==> config.mk <==
export PLATFORM = sky130hd
export DESIGN_NAME = i2s_apb_fifo_sched
export DESIGN_NICKNAME = d
export VERILOG_FILES = /design/src/rtl/i2s_apb_pkg.sv /design/src/rtl/i2s_apb_fifo_sched_timer.sv /design/src/rtl/i2s_apb_fifo_sched.sv
export SDC_FILE = /design/constraint.sdc
export NUM_CORES = 1
export LEC_CHECK = 0
export BUFFER_PORTS_ARGS = -buffer_cell sky130_fd_sc_hd__buf_2
export CAP_MARGIN = 40
export CORE_ASPECT_RATIO = 1.2
export CORE_UTILIZATION = 40
export DETAILED_ROUTE_END_ITERATION = 10
export GPL_TIMING_DRIVEN = 0
export PLACE_DENSITY_LB_ADDON = 0.1
export SYNTH_ARGS = -nofsm -noshare
export SYNTH_HDL_FRONTEND = slang
export SYNTH_SLANG_ARGS = --single-unit
export TNS_END_PERCENT = 50
==> constraint.sdc <==
create_clock -name pclk -period 4.5 [get_ports pclk]
set_input_delay 0.225 -clock pclk [delete_from_list [all_inputs] [get_ports pclk]]
set_output_delay 0.225 -clock pclk [all_outputs]
set_load 0.1 [all_outputs]
==> src/rtl/i2s_apb_pkg.sv <==
// -----------------------------------------------------------------------------
// i2s_apb_pkg
// Shared definitions for the APB-side I2S transfer scheduler:
//   - decoded APB register addresses
//   - bit positions of the status register
//   - TX and RX holding-register state encodings
// -----------------------------------------------------------------------------
package i2s_apb_pkg;

  localparam logic [31:0] ADDR_TXDATA = 32'h4;
  localparam logic [31:0] ADDR_RXDATA = 32'h8;
  localparam logic [31:0] ADDR_STATUS = 32'hC;

  // Status register layout: {tx_busy, rx_valid, tx_full, rx_empty}
  localparam int STAT_RX_EMPTY = 0;
  localparam int STAT_TX_FULL  = 1;
  localparam int STAT_RX_VALID = 2;
  localparam int STAT_TX_BUSY  = 3;

  typedef enum logic {
    T_IDLE = 1'b0,
    T_HOLD = 1'b1
  } tx_state_t;

  typedef enum logic [1:0] {
    R_EMPTY = 2'd0,
    R_FETCH = 2'd1,
    R_VALID = 2'd2
  } rx_state_t;

endpackage

==> src/rtl/i2s_apb_fifo_sched_timer.sv <==
// -----------------------------------------------------------------------------
// apb_wait_timer
// Saturating wait-state counter used to bound stalled RX data reads.
// Ports:
//   clk, rst  : clock, asynchronous active-high reset
//   inc       : count one more wait cycle (ignored once expired)
//   clr       : return to zero (has priority over inc)
//   expired   : counter has reached TIMEOUT-1
// -----------------------------------------------------------------------------
module apb_wait_timer #(
  parameter int TIMEOUT = 16
) (
  input  logic clk,
  input  logic rst,
  input  logic inc,
  input  logic clr,
  output logic expired
);

  localparam int CW = (TIMEOUT > 2) ? $clog2(TIMEOUT) : 1;
  localparam logic [CW-1:0] LAST = CW'(TIMEOUT - 1);

  logic [CW-1:0] count_q, count_d;

  assign expired = (count_q == LAST);

  always_comb begin
    count_d = count_q;
    if (clr) begin
      count_d = '0;
    end else if (inc && !expired) begin
      count_d = count_q + 1'b1;
    end
  end

  always_ff @(posedge clk or posedge rst) begin
    if (rst) begin
      count_q <= '0;
    end else begin
      count_q <= count_d;
    end
  end

endmodule

==> src/rtl/i2s_apb_fifo_sched.sv <==
// -----------------------------------------------------------------------------
// i2s_apb_fifo_sched
// APB-side transfer scheduler between the APB slave port and the I2S TX/RX
// sample FIFOs. Owns a one-word TX holding register (pushed into the TX FIFO
// when it has room) and a one-word RX holding register (prefetched from the
// RX FIFO). APB accesses are stretched with pready wait states while a holding
// register is not ready; a stalled RX data read ends with pslverr after a
// bounded number of wait cycles.
//
// Handshakes:
//   APB access cycle is psel && penable; it completes in the cycle pready=1.
//   pready/prdata/pslverr are combinational and are 0 outside an access.
//   tx_wen is a one-cycle push strobe carrying tx_wdata, never while tx_full.
//   rx_ren is a one-cycle pop strobe; rx_rdata is sampled the following cycle.
//
// Ports:
//   pclk, preset                      : clock, asynchronous active-high reset
//   psel, penable, pwrite, paddr,
//   pwdata, prdata, pready, pslverr   : APB slave
//   tx_full, tx_wen, tx_wdata         : TX FIFO push side
//   rx_empty, rx_ren, rx_rdata        : RX FIFO pop side
//   dbg_tx_state, dbg_rx_state        : current TX / RX FSM states
// -----------------------------------------------------------------------------
module i2s_apb_fifo_sched
  import i2s_apb_pkg::*;
#(
  parameter int DW      = 32,
  parameter int TIMEOUT = 16
) (
  input  logic          pclk,
  input  logic          preset,
  input  logic          psel,
  input  logic          penable,
  input  logic          pwrite,
  input  logic [31:0]   paddr,
  input  logic [DW-1:0] pwdata,
  output logic [DW-1:0] prdata,
  output logic          pready,
  output logic          pslverr,
  input  logic          tx_full,
  output logic          tx_wen,
  output logic [DW-1:0] tx_wdata,
  input  logic          rx_empty,
  output logic          rx_ren,
  input  logic [DW-1:0] rx_rdata,
  output logic          dbg_tx_state,
  output logic [1:0]    dbg_rx_state
);

  tx_state_t     tx_state_q, tx_state_d;
  rx_state_t     rx_state_q, rx_state_d;
  logic [DW-1:0] tx_hold_q, tx_hold_d;
  logic [DW-1:0] rx_hold_q, rx_hold_d;

  logic access, hit_tx, hit_rx, hit_st;
  logic tmr_inc, tmr_clr, tmr_expired;
  logic tx_push, rx_pop;

  assign access = psel && penable;
  assign hit_tx = access &&  pwrite && (paddr == ADDR_TXDATA);
  assign hit_rx = access && !pwrite && (paddr == ADDR_RXDATA);
  assign hit_st = access && !pwrite && (paddr == ADDR_STATUS);

  assign dbg_tx_state = tx_state_q;
  assign dbg_rx_state = rx_state_q;

  // TX holding register: capture on an accepted write, push when FIFO has room.
  always_comb begin
    tx_state_d = tx_state_q;
    tx_hold_d  = tx_hold_q;
    tx_push    = 1'b0;
    case (tx_state_q)
      T_IDLE: begin
        if (hit_tx) begin
          tx_hold_d  = pwdata;
          tx_state_d = T_HOLD;
        end
      end
      T_HOLD: begin
        if (!tx_full) begin
          tx_push    = 1'b1;
          tx_state_d = T_IDLE;
        end
      end
      default: tx_state_d = T_IDLE;
    endcase
  end

  assign tx_wen   = tx_push;
  assign tx_wdata = tx_push ? tx_hold_q : '0;

  // RX holding register: pop, capture the word one cycle later, hold until read.
  always_comb begin
    rx_state_d = rx_state_q;
    rx_hold_d  = rx_hold_q;
    rx_pop     = 1'b0;
    case (rx_state_q)
      R_EMPTY: begin
        if (!rx_empty) begin
          rx_pop     = 1'b1;
          rx_state_d = R_FETCH;
        end
      end
      R_FETCH: begin
        rx_hold_d  = rx_rdata;
        rx_state_d = R_VALID;
      end
      R_VALID: begin
        if (hit_rx) begin
          rx_state_d = R_EMPTY;
        end
      end
      default: rx_state_d = R_EMPTY;
    endcase
  end

  // The pop strobe is held off while reset is asserted so that the FIFO never
  // sees a pop from a scheduler that is being cleared.
  assign rx_ren = rx_pop && !preset;

  // APB response. Everything not stalled below completes immediately.
  always_comb begin
    pready  = 1'b0;
    prdata  = '0;
    pslverr = 1'b0;
    tmr_inc = 1'b0;
    if (access) begin
      pready = 1'b1;
      if (hit_tx && (tx_state_q == T_HOLD)) begin
        pready = 1'b0;
      end
      if (hit_rx) begin
        if (rx_state_q == R_VALID) begin
          prdata = rx_hold_q;
        end else if (tmr_expired) begin
          pslverr = 1'b1;
        end else begin
          pready  = 1'b0;
          tmr_inc = 1'b1;
        end
      end
      if (hit_st) begin
        prdata[STAT_TX_BUSY]  = (tx_state_q != T_IDLE);
        prdata[STAT_RX_VALID] = (rx_state_q == R_VALID);
        prdata[STAT_TX_FULL]  = tx_full;
        prdata[STAT_RX_EMPTY] = rx_empty;
      end
    end
  end

  assign tmr_clr = !psel || (access && pready);

  apb_wait_timer #(
    .TIMEOUT (TIMEOUT)
  ) u_timer (
    .clk     (pclk),
    .rst     (preset),
    .inc     (tmr_inc),
    .clr     (tmr_clr),
    .expired (tmr_expired)
  );

  always_ff @(posedge pclk or posedge preset) begin
    if (preset) begin
      tx_state_q <= T_IDLE;
      rx_state_q <= R_EMPTY;
      tx_hold_q  <= '0;
      rx_hold_q  <= '0;
    end else begin
      tx_state_q <= tx_state_d;
      rx_state_q <= rx_state_d;
      tx_hold_q  <= tx_hold_d;
      rx_hold_q  <= rx_hold_d;
    end
  end

endmodule

==> Word-level counts from Yosys, hierarchy flattened <==
Index checks and enable logic that the tools add are counted.
{ "word_totals": {"ff_bits": 71, "latch_bits": 0, "ram_bits": 0, "romBits": 0, "output_inout_bits": 71, "word_cells": 64, "mem_count": 0} }
{ "op_classes": {"n_addsub": 1, "n_mul": 0, "div_mod_pow": 0, "magnitude_cmp": 0, "eq_ne": 8, "shifts": 0, "n_mux": 30, "bitwise": 1, "n_reduce_logical": 19} }
{ "ops": {"columns": ["cell", "n"], "rows": [
  ["two-way mux 32 bit", 4],
  ["== test 32 x 4 -> 1 bit (second input constant)", 2],
  ["== test 32 x 3 -> 1 bit (second input constant)", 1],
  ["two-way mux 1 bit", 19],
  ["two-way mux 4 bit", 3],
  ["logical AND 1 bit", 10],
  ["one-hot mux 2 bit (3 select lines)", 1],
  ["adder 4 x 1 -> 4 bit (second input constant)", 1],
  ["== test 4 bit (second input constant)", 1],
  ["zero test 1 bit", 4],
  ["two-way mux 2 bit", 2],
  ["inequality test 2 bit (second input constant)", 2],
  ["AND reduction 2 bit", 2],
  ["== test 2 x 1 -> 1 bit (second input constant)", 1],
  ["== test 2 bit (second input constant)", 1],
  ["zero test 2 bit", 1],
  ["one-hot mux 1 bit (2 select lines)", 1],
  ["nonzero test 2 bit", 1],
  ["logical OR 1 bit", 1],
  ["NOT 1 bit", 1]
]} }

==> Logic depth before layout (Yosys ltp) <==
{ "logic_depth": {"ltp_word": 12, "mapped_depth": 5, "ltp_nobuf": 5} }

==> Cells and area by module <==
A second synthesis with hierarchy kept.
{ "unflattened": {"hier_cells": 277, "hier_area_um2": 3412.0} }
{ "modules_own_cells": {"columns": ["mod", "n_inst", "cells_each", "area_each_um2", "seq_area_each_um2"], "rows": [
  ["i2s_apb_fifo_sched", 1, 256, 3179.3, 1676.6],
  ["apb_wait_timer", 1, 21, 232.7, 100.1]
]} }

==> Worst setup path after synthesis <==
Ideal clock, no wire load.
{ "synth_timing": {"path_kind": "reg2out", "start": "register rx_state_q[1] (netlist: dbg_rx_state[1])", "end": "output port rx_ren", "arrival_ns": 3.813, "t_required_ns": 4.275, "path_slack_ns": 0.462, "path_stages_with_launch": 2, "path_cell_list": "dfrtp_1 > nor4_1"} }
{ "synth_via": {"elab_chain_len": 3} }
{ "synth_rtl": {"columns": ["item", "line", "text"], "rows": [
  ["from (decl)", "i2s_apb_fifo_sched.sv:51", "rx_state_t rx_state_q, rx_state_d;"],
  ["from (signal assigned)", "i2s_apb_fifo_sched.sv:171", "rx_state_q <= rx_state_d;"],
  ["zero test 2 bit", "i2s_apb_fifo_sched.sv:97", "case (rx_state_q)"],
  ["two-way mux 1 bit", "i2s_apb_fifo_sched.sv:97", null],
  ["logical AND 1 bit", "i2s_apb_fifo_sched.sv:119", "assign rx_ren = rx_pop && !preset;"],
  ["to (decl)", "i2s_apb_fifo_sched.sv:44", "output logic rx_ren,"]
]} }
No other way between the ends.

==> Worst setup path after layout <==
{ "layout_timing": {"start": "input port paddr[15]", "end": "output port prdata[2]"} }
{ "layout_via": {"elab_chain_len": 5, "word_cells_on_any_way": 7, "classes_between": "eq/ne (2); mux (3); reduce/logical (2)"} }
{ "layout_rtl": {"columns": ["item", "line", "text"], "rows": [
  ["from (decl)", "i2s_apb_fifo_sched.sv:35", "input logic [31:0] paddr,"],
  ["== test 32 x 4 -> 1 bit", "i2s_apb_fifo_sched.sv:61", "assign hit_rx = access && !pwrite && (paddr == ADDR_RXDATA);"],
  ["logical AND 1 bit", "i2s_apb_fifo_sched.sv:61", null],
  ["two-way mux 32 bit", "i2s_apb_fifo_sched.sv:132", "if (hit_rx) begin"],
  ["two-way mux 4 bit *", "i2s_apb_fifo_sched.sv:142", "if (hit_st) begin"],
  ["two-way mux 32 bit *", "i2s_apb_fifo_sched.sv:127", "if (access) begin"],
  ["to (decl)", "i2s_apb_fifo_sched.sv:37", "output logic [DW-1:0] prdata,"]
]} }
Mark *: on every way between the ends. The rest lies on a longest branch, timed or not.

==> impl_metrics.csv <==
group,metric,value,unit
clock_network,h-tree-depth,3,
critical_path,cp-end-kind,"primary output",
critical_path,reg2reg_from,"dbg_rx_state[0]",
critical_path,arrival,2.82,ns
power,p_per_area,382.5,nW/µm²
synth,synth_top_family_by_area,"multiplexers",
cells_and_area,final_cell_area,4617,µm²
cells_and_area,syn2layout_area_growth,36.92,%
clock_network,clockBufferDepth,2,
critical_path,worstPathRequired,4.28,ns
critical_path,start_kind,"primary input",
critical_path,path_cells,"buf_2, nor4_1, nand4_1, nor4_2, clkbuf_1, a32o_1, buf_2",
synth,yosysTopAreaCellShare,0.5269,
place,port_buffers,173,
power,ir_drop,0.0002920,V
routing,vias_per_cell,4.755,
place,dpl_cell_area,4410,µm²
synth,synth.area.top_cells,"dfrtp_1 (53%), mux2_2 (12%), and2_1 (11%)",
routing,first_pass_iters,4,
synth,synth_xor_area_frac,0,
cells_and_area,drive_above_1_share,0.5054,
place,gp_congestion,0.7674,
routing,drc,0,
critical_path,crit_slowest_cell,"nor4_2",
timing,fin_crit_sh,0.6758,
place,dp_slack,1.450,ns
synth,synth_simple_gate_area_frac,0.1963,
routing,antenna_left,0,
clock_network,postCtsSetupRepairBufs,0,
clock_network,clkTransAtPathRegs,0.07,ns
floorplanning,die_area,8803,µm²
job,cap_violations,0,
global_route,grt_pass1_wl,12500,µm
timing,slew-limit-headroom,0.5732,
synth,synth_compound_area_frac,0.03191,
synth,synthesis.nets,375,
clock_network,root_buffer,"clkbuf_8",
routing,drtIter0Drc,87,
worst_hold_path,worstHoldStart,"rx_empty",
timing,setup_viol,0,
synth,yosysSeqAreaShare,0.5269,
critical_path,critPathMaxFanout,10,
floorplanning,die_h,102.6,µm
timing,fin_setup_tns,0,ns
synth,ys_async_sr_fraction,1.000,
power,power,1766,µW
floorplanning,ios,174,
floorplanning,initial_core_util,0.4136,
global_route,grt_pass1_vias,2685,
routing,vias,2734,
synth,synth_adder_area_share,0.003711,
timing,grt_setup_unrepaired,"no",
synth,syn_area_per_cell,12.44,µm²
global_route,grt_max_degree,59,
critical_path,cp_common_cell,"buf_2",
worst_hold_path,worstHoldPathType,"primary input to register",
global_route,grt_overflow,0,
floorplanning,core_area,8153,µm²
synth,synth.largest_area_cell,"dfrtp_1",
cells_and_area,diodes,0,
timing,fmax,328.8,MHz
cells_and_area,nets,561,
clock_network,cts_buffers,9,
timing,final_hold_viol_count,0,
critical_path,crit_path_start,"paddr[15]",
routing,post_drt_wl_per_cell,13.66,µm
clock_network,clkLatencyLatePin,0.34,ns
power,p_leak,0.002494,µW
critical_path,worstSetupPathType,"primary input to primary output",
global_route,antenna_found_initial,0,
synth,synthMuxAreaShare,0.2167,
timing,worst_pin_slew,0.6349,ns
synth,synth_edf_count,0,
synth,ys_warn_count,0,
cells_and_area,fillers,750,
timing,fin_crit,3.041,ns
clock_network,cts_tree,"built",
routing,wirelength,7856,µm
synth,synth_ff_type,"dfrtp_1",
place,dp_hpwl,5956,µm
timing,clock_skew,0.01228,ns
floorplanning,rows,36,
floorplanning,die_width,85.82,µm
clock_network,cts_resized,0,
synth,syn_area,3372,µm²
synth,ys_types,34,
timing,layout_setup_ws,1.459,ns
synth,syn_inst,271,
global_route,grt_use_total,0.1835,
timing,final_max_slew_viol_count,0,
clock_network,hold_buffers,1,
synth,synth-seq-cells,71,
critical_path,slowest_delay,0.69,ns
status,status,"completed",
clock_network,cts_sinks,71,
## final cells by class
| cell class | count | area (µm²) | share of cell area |
|---|---|---|---|
| flip-flops and latches | 71 | 1777 | 0.3848 |
| multi-input cells | 181 | 1513 | 0.3276 |
| repair buffers | 175 | 903.4 | 0.1957 |
| well taps | 114 | 142.6 | 0.03089 |
| clock buffers | 10 | 137.6 | 0.02981 |
| plain buffers | 13 | 60.06 | 0.01301 |
| clock inverters | 5 | 58.81 | 0.01274 |
| inverters | 6 | 25.02 | 0.005420 |
## placed cells by master (no fill, tap or decap), types with 2 or more instances in the layout
cell type,n
clkbuf_1,10
inv_1,5
nor4_1,8
buf_2,173
a32o_1,4
and4_1,2
o21ai_0,2
nor2b_1,4
clkinvlp_4,2
mux2_2,35
nor2_1,5
nor3_1,4
dfrtp_1,71
buf_4,3
nand3_1,4
nand2_1,2
and2_1,61
clkbuf_8,10
o2111ai_1,2
mux2_1,29
nand2b_1,3
## per-layer routing
layer / vias up / wire [µm] / GRT usage
met5: - / 0 / 0
met4: 0 / 133 / 0.06154
met3: 11 / 629 / 0.06325
met2: 115 / 3871 / 0.3151
met1: 1289 / 3223 / 0.2163
li1: 1319 / - / -
## path summary, 6_finish.rpt
kind | end | slack (ns) | cells past startpoint
min in group asynchronous | rx_hold_q[27] | 0.37 | 3
hold reg to reg | tx_hold_q[17] | 0.48 | 1
setup reg to reg | rx_hold_q[10] | 2.64 | 4
setup / recovery | prdata[2] | 1.46 | 7
max in group asynchronous | rx_hold_q[13] | 3.58 | 4
hold / removal | dbg_rx_state[0] | 0.07 | 2
## cells by family after synthesis
kind of cell             after synthesis
flip-flops                            71
multiplexers                          65
AND/OR/NAND/NOR                      102
AO/OA/AOI/OAI                         13
buffers and inverters                 19
adder cells (fa/ha/maj)                1
## power by group
part           internal [µW]  switching [µW]
clock                    268             240
combinational            203             186
sequential               793            75.4
total                   1260             502
## worst max-delay path, delay by kind of cell
family / cells / cell delay, ns
buffers and inverters: 3 / 0.92
AOI/OAI and AO/OA: 1 / 0.22
and+or+nand+nor: 3 / 1.45
## cell usage after synthesis (2+ instances only)
library cell	n
a32o_1	4
and2_1	61
and4_1	2
buf_4	3
clkbuf_1	10
dfrtp_1	71
inv_1	6
mux2_1	29
mux2_2	35
nand2_1	2
nand2b_1	3
nand3_1	4
nor2_1	5
nor2b_1	4
nor3_1	4
nor4_1	8
o2111ai_1	2
o21ai_0	2
## flip-flops by register name, indices dropped and copies added, names as in the netlist
| register | flops |
|---|---|
| dbg_rx_state | 2 |
| dbg_tx_state | 1 |
| rx_hold_q | 32 |
| u_timer.count_q | 4 |
| tx_hold_q | 32 |
## through the flow
stage,std cells,hold slack [ns],util
after floorplan,271,0.2901,-
after global placement,558,0.4206,0.5373
after detailed placement,559,0.1756,0.5410
after CTS,575,0.05765,0.5663
after global routing,575,0.06060,0.5663
final,575,0.07237,0.5663
Power figures use the tool's default switching activity.
